[src/rtl/hazard_pkg.sv]
// Shared types and constants for the pipeline hazard controller.
package hazard_pkg;

    localparam int unsigned REG_ADDR_W = 5;
    localparam int unsigned RES_SRC_W  = 2;

    // Operand source selected for the ALU in the execute stage
    typedef enum logic [1:0] {
        FWD_RF  = 2'b00,
        FWD_WB  = 2'b01,
        FWD_MEM = 2'b10
    } fwd_sel_t;

    // Data-cache miss sequencer states
    typedef enum logic [1:0] {
        RUN    = 2'b00,
        REQ    = 2'b01,
        WAIT   = 2'b10,
        RESUME = 2'b11
    } haz_state_t;

    localparam logic [RES_SRC_W-1:0] RESULT_SRC_LOAD = 2'b01;

endpackage

[src/rtl/hazard_fwd.sv]
// Forwarding comparator for one ALU operand; the M-stage match wins over W.
module hazard_fwd
    import hazard_pkg::*;
(
    input  logic [REG_ADDR_W-1:0] rs,
    input  logic [REG_ADDR_W-1:0] rd_m,
    input  logic [REG_ADDR_W-1:0] rd_w,
    input  logic                  reg_write_m,
    input  logic                  reg_write_w,
    output fwd_sel_t              sel
);

    // Pick the youngest in-flight producer of rs; x0 is never forwarded
    always_comb begin
        sel = FWD_RF;
        if (reg_write_m && (rd_m != '0) && (rs == rd_m)) begin
            sel = FWD_MEM;
        end else if (reg_write_w && (rd_w != '0) && (rs == rd_w)) begin
            sel = FWD_WB;
        end
    end

endmodule

[src/rtl/hazard_ctrl.sv]
// Pipeline hazard controller: forwarding selects, load-use stall, branch
// flush and a data-cache miss sequencer that freezes the pipeline.
// Optional build macro HAZARD_PERF_EN adds stall/flush performance counters.
module hazard_ctrl
    import hazard_pkg::*;
#(
    parameter int unsigned MISS_TIMEOUT = 256,
    parameter int unsigned CNT_WIDTH    = 32
) (
    input  logic                  clk_i,
    input  logic                  rst_ni,
    input  logic [REG_ADDR_W-1:0] rs1D_i,
    input  logic [REG_ADDR_W-1:0] rs2D_i,
    input  logic [REG_ADDR_W-1:0] rs1E_i,
    input  logic [REG_ADDR_W-1:0] rs2E_i,
    input  logic [REG_ADDR_W-1:0] rdE_i,
    input  logic [REG_ADDR_W-1:0] rdM_i,
    input  logic [REG_ADDR_W-1:0] rdW_i,
    input  logic                  reg_writeM_i,
    input  logic                  reg_writeW_i,
    input  logic [RES_SRC_W-1:0]  result_srcE_i,
    input  logic                  pc_srcE_i,
    input  logic                  cache_missM_i,
    input  logic                  refill_done_i,
    output logic [1:0]            forwardAE_o,
    output logic [1:0]            forwardBE_o,
    output logic                  stallF_o,
    output logic                  stallD_o,
    output logic                  flushD_o,
    output logic                  flushE_o,
    output logic                  mem_stall_o,
    output logic                  refill_req_o,
    output logic                  error_o
`ifdef HAZARD_PERF_EN
    ,
    output logic [CNT_WIDTH-1:0]  stall_cycles_o,
    output logic [CNT_WIDTH-1:0]  flush_count_o
`endif
);

    localparam int unsigned TMO_W = $clog2(MISS_TIMEOUT + 1);

    if ((MISS_TIMEOUT < 2) || (CNT_WIDTH < 1)) begin : g_param_check
        $error("hazard_ctrl: MISS_TIMEOUT must be >= 2 and CNT_WIDTH >= 1");
    end

    fwd_sel_t           fwd_a;
    fwd_sel_t           fwd_b;
    logic               lw_stall;
    logic               mem_stall;
    haz_state_t         state_q;
    haz_state_t         state_d;
    logic               refill_req_q;
    logic               error_q;
    logic [TMO_W-1:0]   tmo_cnt_q;

    hazard_fwd u_fwd_a (
        .rs          (rs1E_i),
        .rd_m        (rdM_i),
        .rd_w        (rdW_i),
        .reg_write_m (reg_writeM_i),
        .reg_write_w (reg_writeW_i),
        .sel         (fwd_a)
    );

    hazard_fwd u_fwd_b (
        .rs          (rs2E_i),
        .rd_m        (rdM_i),
        .rd_w        (rdW_i),
        .reg_write_m (reg_writeM_i),
        .reg_write_w (reg_writeW_i),
        .sel         (fwd_b)
    );

    // Load in E whose destination is a source of the instruction in D
    always_comb begin
        lw_stall = (result_srcE_i == RESULT_SRC_LOAD) && (rdE_i != '0) &&
                   ((rs1D_i == rdE_i) || (rs2D_i == rdE_i));
    end

    // Miss sequencer state register
    always_ff @(posedge clk_i) begin
        if (!rst_ni) begin
            state_q <= RUN;
        end else begin
            state_q <= state_d;
        end
    end

    // Miss sequencer next state; freeze asserts in the cycle the miss is seen
    always_comb begin
        state_d   = state_q;
        mem_stall = 1'b0;
        case (state_q)
            RUN: begin
                if (cache_missM_i) begin
                    state_d   = REQ;
                    mem_stall = 1'b1;
                end
            end
            REQ: begin
                state_d   = WAIT;
                mem_stall = 1'b1;
            end
            WAIT: begin
                mem_stall = 1'b1;
                if (refill_done_i) begin
                    state_d = RESUME;
                end
            end
            RESUME: begin
                state_d   = RUN;
                mem_stall = 1'b1;
            end
            default: state_d = RUN;
        endcase
    end

    // Refill request pulse, timeout counter and sticky timeout flag
    always_ff @(posedge clk_i) begin
        if (!rst_ni) begin
            refill_req_q <= 1'b0;
            error_q      <= 1'b0;
            tmo_cnt_q    <= '0;
        end else begin
            refill_req_q <= (state_d == REQ);
            if ((state_d == WAIT) && (state_q != WAIT)) begin
                tmo_cnt_q <= '0;
            end else if ((state_q == WAIT) && (tmo_cnt_q != TMO_W'(MISS_TIMEOUT))) begin
                tmo_cnt_q <= tmo_cnt_q + TMO_W'(1);
            end
            if ((state_q == WAIT) && !refill_done_i &&
                (tmo_cnt_q == TMO_W'(MISS_TIMEOUT - 1))) begin
                error_q <= 1'b1;
            end
        end
    end

    // Output drive; a frozen pipeline suppresses stalls and flushes, and
    // everything is held low while reset is asserted
    always_comb begin
        forwardAE_o  = rst_ni ? fwd_a : FWD_RF;
        forwardBE_o  = rst_ni ? fwd_b : FWD_RF;
        mem_stall_o  = rst_ni && mem_stall;
        stallF_o     = rst_ni && !mem_stall && lw_stall;
        stallD_o     = rst_ni && !mem_stall && lw_stall;
        flushD_o     = rst_ni && !mem_stall && pc_srcE_i;
        flushE_o     = rst_ni && !mem_stall && (lw_stall || pc_srcE_i);
        refill_req_o = rst_ni && refill_req_q;
        error_o      = rst_ni && error_q;
    end

`ifdef HAZARD_PERF_EN
    logic [CNT_WIDTH-1:0] stall_cnt_q;
    logic [CNT_WIDTH-1:0] flush_cnt_q;

    // Wrapping counters of stalled cycles and front-end flushes
    always_ff @(posedge clk_i) begin
        if (!rst_ni) begin
            stall_cnt_q <= '0;
            flush_cnt_q <= '0;
        end else begin
            if (mem_stall_o || lw_stall) begin
                stall_cnt_q <= stall_cnt_q + CNT_WIDTH'(1);
            end
            if (flushD_o) begin
                flush_cnt_q <= flush_cnt_q + CNT_WIDTH'(1);
            end
        end
    end

    // Counter outputs, held low during reset like every other output
    always_comb begin
        stall_cycles_o = rst_ni ? stall_cnt_q : '0;
        flush_count_o  = rst_ni ? flush_cnt_q : '0;
    end
`endif

endmodule

[config.mk]
export PLATFORM = sky130hd
export DESIGN_NAME = hazard_ctrl
export DESIGN_NICKNAME = d
export VERILOG_FILES = /design/src/rtl/hazard_pkg.sv /design/src/rtl/hazard_fwd.sv /design/src/rtl/hazard_ctrl.sv
export SDC_FILE = /design/constraint.sdc
export NUM_CORES = 1
export LEC_CHECK = 0
export BUFFER_PORTS_ARGS = -buffer_cell sky130_fd_sc_hd__buf_2
export CAP_MARGIN = 20
export CORE_MARGIN = 1.5
export CORE_UTILIZATION = 49
export DETAILED_ROUTE_END_ITERATION = 8
export GPL_TIMING_DRIVEN = 0
export HOLD_SLACK_MARGIN = 0.15
export MAX_ROUTING_LAYER = met4
export PLACE_DENSITY = 0.84
export SLEW_MARGIN = 15
export SYNTH_ARGS = -nofsm -noshare
export SYNTH_HDL_FRONTEND = slang
export SYNTH_SLANG_ARGS = --single-unit
[constraint.sdc]
create_clock -name clk_i -period 4.3 [get_ports clk_i]
set_clock_uncertainty 0.15 [all_clocks]
set_input_delay 0.215 -clock clk_i [delete_from_list [all_inputs] [get_ports clk_i]]
set_output_delay 0.215 -clock clk_i [all_outputs]
set_load 0.02 [all_outputs]
Word level (Yosys, flattened, before mapping). Cells that the tools add are included. Widths: inputs -> output; s select.

Flip-flop bits (word level): 13. Latch bits: 0. Bits in read-only memories: 0. Output and inout bits: 11. Memory bits (writable): 0. Memories kept: 0. Input bits: 44. Word-level logic and storage cells: 61.

Bitwise logic cells: 1. Mux-type cells: 11. Add/subtract/negate cells: 1. Divide/modulo/power cells: 0. Order comparisons: 0. Reduce and logical (&&, ||, !) cells: 29. Equality and inequality tests: 15. Multipliers: 0. Shift-type cells: 0.

Operator list (number): $eq 5x5->1 (6); $logic_and 1x1->1 (19); $reduce_bool 5->1 (3); $mux 2 (6); $add 9x1->9 const B (1); $eq 9x8->1 const B (1); $ne 9x9->1 const B (1); $pmux 2 s4 (1); $eq 2x1->1 const B (3); $eq 2x2->1 const B (3); $mux 1 (3); $reduce_or 3->1 (1); $logic_not 1->1 (2); $logic_not 2->1 (1); $logic_or 1x1->1 (2); $ne 2x2->1 const B (1); $pmux 1 s2 (1); $reduce_or 2->1 (1); $not 1->1 (1).

Depth between registers and ports, before layout.
Depth in word-level cells: 6. Mapped depth: 7.

Hierarchy. Synthesis repeated with hierarchy kept, for this count alone.

Cells, all modules: 144. Area total of the unflattened synthesis: 1199.9 sq um.

By module, submodules not included: hazard_ctrl (area each 897.1 sq um, cells each 104, instances 1); hazard_fwd (area each 151.4 sq um, cells each 20, instances 2).

Worst setup path before layout. OpenSTA, ideal clock, no wires.

Kind: input to output. From: input port rdM_i[1]. To: output port forwardAE_o[0]. Slack: 2.357 ns. Stages on the path: 4. Path buffers: 0. Arrival: 1.578 ns. Path through: or4_1 o21ai_2 nor4_1 nor4_1.

Cells in the longest elaborated chain, start to end: 5.

Ends and longest elaborated chain: start: declaration (line hazard_ctrl.sv:17) `input logic [REG_ADDR_W-1:0] rdM_i,`; $reduce_bool 5->1 (line hazard_fwd.sv:16) `if (reg_write_m && (rd_m != '0) && (rs == rd_m)) begin`; $logic_and 1x1->1 (line hazard_fwd.sv:16); $logic_and 1x1->1 (*) (line hazard_fwd.sv:16); $mux 2 (*) (line hazard_fwd.sv:16); $mux 2 (*) (line hazard_ctrl.sv:142) `forwardAE_o = rst_ni ? fwd_a : FWD_RF;`; end: declaration (line hazard_ctrl.sv:25) `output logic [1:0] forwardAE_o,`.

Mark *: on every way between the ends. The rest lies on a longest branch, timed or not.

Final worst setup path.
From: register state_q[1]. To: output port stallF_o.

Cells in the longest elaborated chain, start to end: 6.

Ends and longest elaborated chain: start: declaration (line hazard_ctrl.sv:51) `haz_state_t state_q;`; start signal: assignment (line hazard_ctrl.sv:86) `state_q <= state_d;`; $eq 2x2->1 / $eq 2x1->1 (equally long branches) (line hazard_ctrl.sv:94) `case (state_q)`; $reduce_or 3->1 (no source line); $pmux 1 s2 (*) (line hazard_ctrl.sv:94); $logic_not 1->1 (*) (line hazard_ctrl.sv:145) `stallF_o = rst_ni && !mem_stall && lw_stall;`; $logic_and 1x1->1 (*) (2 in series) (line hazard_ctrl.sv:145); end: declaration (line hazard_ctrl.sv:27) `output logic stallF_o,`.

Marks and branches as above.

==> results.yml <==
placed_design:
  gp_congestion: 0.9621
  io_buffers: 54
  dp_cells: 218
  pre_cts_slack_ns: 2.343
  dpl.hpwl_mm: 2.383
  place_area_um2: 1439
floorplan:
  core_um2: 2191
  die_h_um: 51.10
  rows: 17
  die_area_um2: 2611
  ioPinCount: 55
  fp.dieW_um: 51.10
  initial_utilization: 0.5174
detailed_routing:
  routed_wl_mm: 2.906
  via_per_inst: 5.260
  vias: 1173
  route.detailed.drc: 0
  ant_nets: 0
  drt_iter0_drc: 14
  routedWlPerCell_um: 13.03
  drtPass1Iterations: 4
clock_tree:
  clkTransAtPathRegs_ns: 0.07
  clk_latency_ns: 0.28
  cts_buffers: 3
  cts_root_buf: "clkbuf_4"
  cts-htree-levels: 1
  cts_tree: "built"
  clockBufferDepth: 2
  cts_resized: 0
  clock-sinks: 13
global_routing:
  grt_pass1_wl_mm: 4.485
  grt_pass1_vias: 1129
  grt.total_usage: 0.2315
  grt_start_max_net_pins: 11
  grt_overflow: 0
  antenna_found_initial: 0
power:
  p_leak_nw: 0.6871
  pwr-share-clk: 0.255
  p_seq_frac: 0.430
  power_density_nw_per_um2: 198.6
  ir_worst_vdd_mv: 0.1600
  p_int_mw: 0.2027
  swShare: 0.3078
  power_frac_comb: 0.315
  switchingPower_mw: 0.09015
yosys:
  syn_inst: 136
  synth_warnings: 0
  synth_top_cell_by_area: "dfxtp_1"
  synthArstFlopShare: 0
  synth.area.top_cells: "dfxtp_1, xor2_1, xnor2_1"
  synth_seq_cells: 13
  synth_edf_count: 0
  synth_area_per_cell_um2: 8.335
  ys_seq_area_frac: 0.2296
  syn-num-nets: 186
  synth_top_area_share: 0.2296
  netlist-cell-type-count: 35
  ys.flop_type: "dfxtp_1"
  syn_area_um2: 1134
sta:
  timing.setup.tns_ns: 0
  relSlewSlack: 0.5646
  tightest_slew_ns: 0.6488
  fmax_ghz: 0.5022
  layout_setup_ws_ns: 2.309
  fin_crit_sh: 0.4630
  hold_violations: 0
  setup_viol: 0
  slew_viol_final: 0
  rsz0062_at_grt: "no"
  period_minus_slack_ns: 1.991
cells_and_area:
  finalInstanceArea_um2: 1475
  fin_util: 0.6733
  layout_commonest_cell: "buf_2"
  n_fill_cell: 179
  fin_cells: 223
  antenna_cells_inserted: 0
  drive_gt1_frac: 0.3436
  final_cell_mix: "buf_2, xor2_1, nor2_1"
  final_nets: 246
  area_growth_pct: 30.13
setup_path:
  required_ns: 3.93
  crit_arrival_ns: 1.63
  reg2regPathDepth: 6
  crit_fanout: 4
  rrSetupSlack_ns: 2.37
  startpoint_type: "flip-flop"
  worstSetupEndpointType: "output port"
  crit_type: "reg2out"
hold_path:
  min_path_cells: 4
  hold_path_class: "in2reg"
flow_run:
  drv_cap: 0
status:
  status: "completed"
-- power by group through the flow --
| stage | clock network, mW | logic [mW] | registers, mW |
|---|---|---|---|
| finish | 0.0748 | 0.0923 | 0.126 |
| global route | 0.0814 | 0.101 | 0.126 |
| CTS | 0.0782 | 0.0921 | 0.126 |
| detailed placement | 0 | 0.0908 | 0.129 |
| global placement | 0 | 0.0865 | 0.128 |
| floorplan | 0 | 0.0504 | 0.128 |
-- worst paths after layout --
check,from,to
setup / recovery,state_q[1],stallF_o
setup reg to reg,state_q[1],tmo_cnt_q[1]
hold / removal,cache_missM_i,refill_req_q
hold reg to reg,error_q,error_q
-- layout make-up --
class | instances | area, µm² | share of cell area
Multi-Input combinational cell | 111 | 824.5 | 0.5590
Timing Repair Buffer | 55 | 280.3 | 0.1900
Sequential cell | 13 | 260.3 | 0.1764
Tap cell | 28 | 35.03 | 0.02375
Inverter | 9 | 33.78 | 0.02290
Clock buffer | 4 | 26.28 | 0.01781
Buffer | 3 | 15.01 | 0.01018
-- metal layers --
metal | global-route usage | part of all wire | up-vias | routed length, µm
li1 | - | - | 583 | -
met1 | 0.2341 | 0.41 | 539 | 1190
met2 | 0.4199 | 0.51 | 44 | 1468
met3 | 0.03509 | 0.063 | 7 | 184
met4 | 0.1351 | 0.021 | 0 | 62
met5 | - | 0 | - | 0
-- cell usage after synthesis, drive strengths merged (2+ instances only) --
master   instances
inv              9
or4b             2
nor4             4
o2111ai          3
xnor2            9
xor2            28
ha               6
nand3            3
nor2b            2
dfxtp           13
nor2            19
nand2            2
and3             2
o21ai            5
and2             6
clkbuf           2
nor3             4
or4              3
nand4            4
-- critical path: stages, from the launching register on --
cell and delay, ns:
dfxtp_1 0.40, inv_1 0.08, ha_1 0.19, and3_1 0.20, o2111ai_1 0.12, nor2_1 0.09
buf_4 0.13, buf_2 0.15
-- through the flow --
step           power [mW]  hold slack [ns]
2_1_floorplan      0.1784           0.2748
3_3_place_gp       0.2148           0.2931
3_5_place_dp       0.2195           0.3055
4_1_cts            0.2961           0.2073
5_1_grt            0.3090           0.2237
6_report           0.2929           0.2168
-- kinds of logic after synthesis --
| group | Yosys count | synth area share |
|---|---|---|
| compound gates | 16 | 0.1159 |
| xor+xnor | 37 | 0.2859 |
| fa+ha+maj | 6 | 0.06622 |
| buf+inv | 12 | 0.04305 |
| flops | 13 | 0.2296 |
| mux | 1 | 0.008830 |
| simple gates | 51 | 0.2505 |
-- flip-flops by register name, indices dropped and copies added, names as in the netlist --
register and flops:
state_q 2, tmo_cnt_q 9, refill_req_q 1, error_q 1
-- what timing repair did --
action | in CTS | in global routing
setup endpoints to repair | 0 | 0
setup buffers | 0 | 0
hold buffers | 1 | 0
endpoints found under the hold margin | 1 | 0
(Power assumes the default switching activity.)
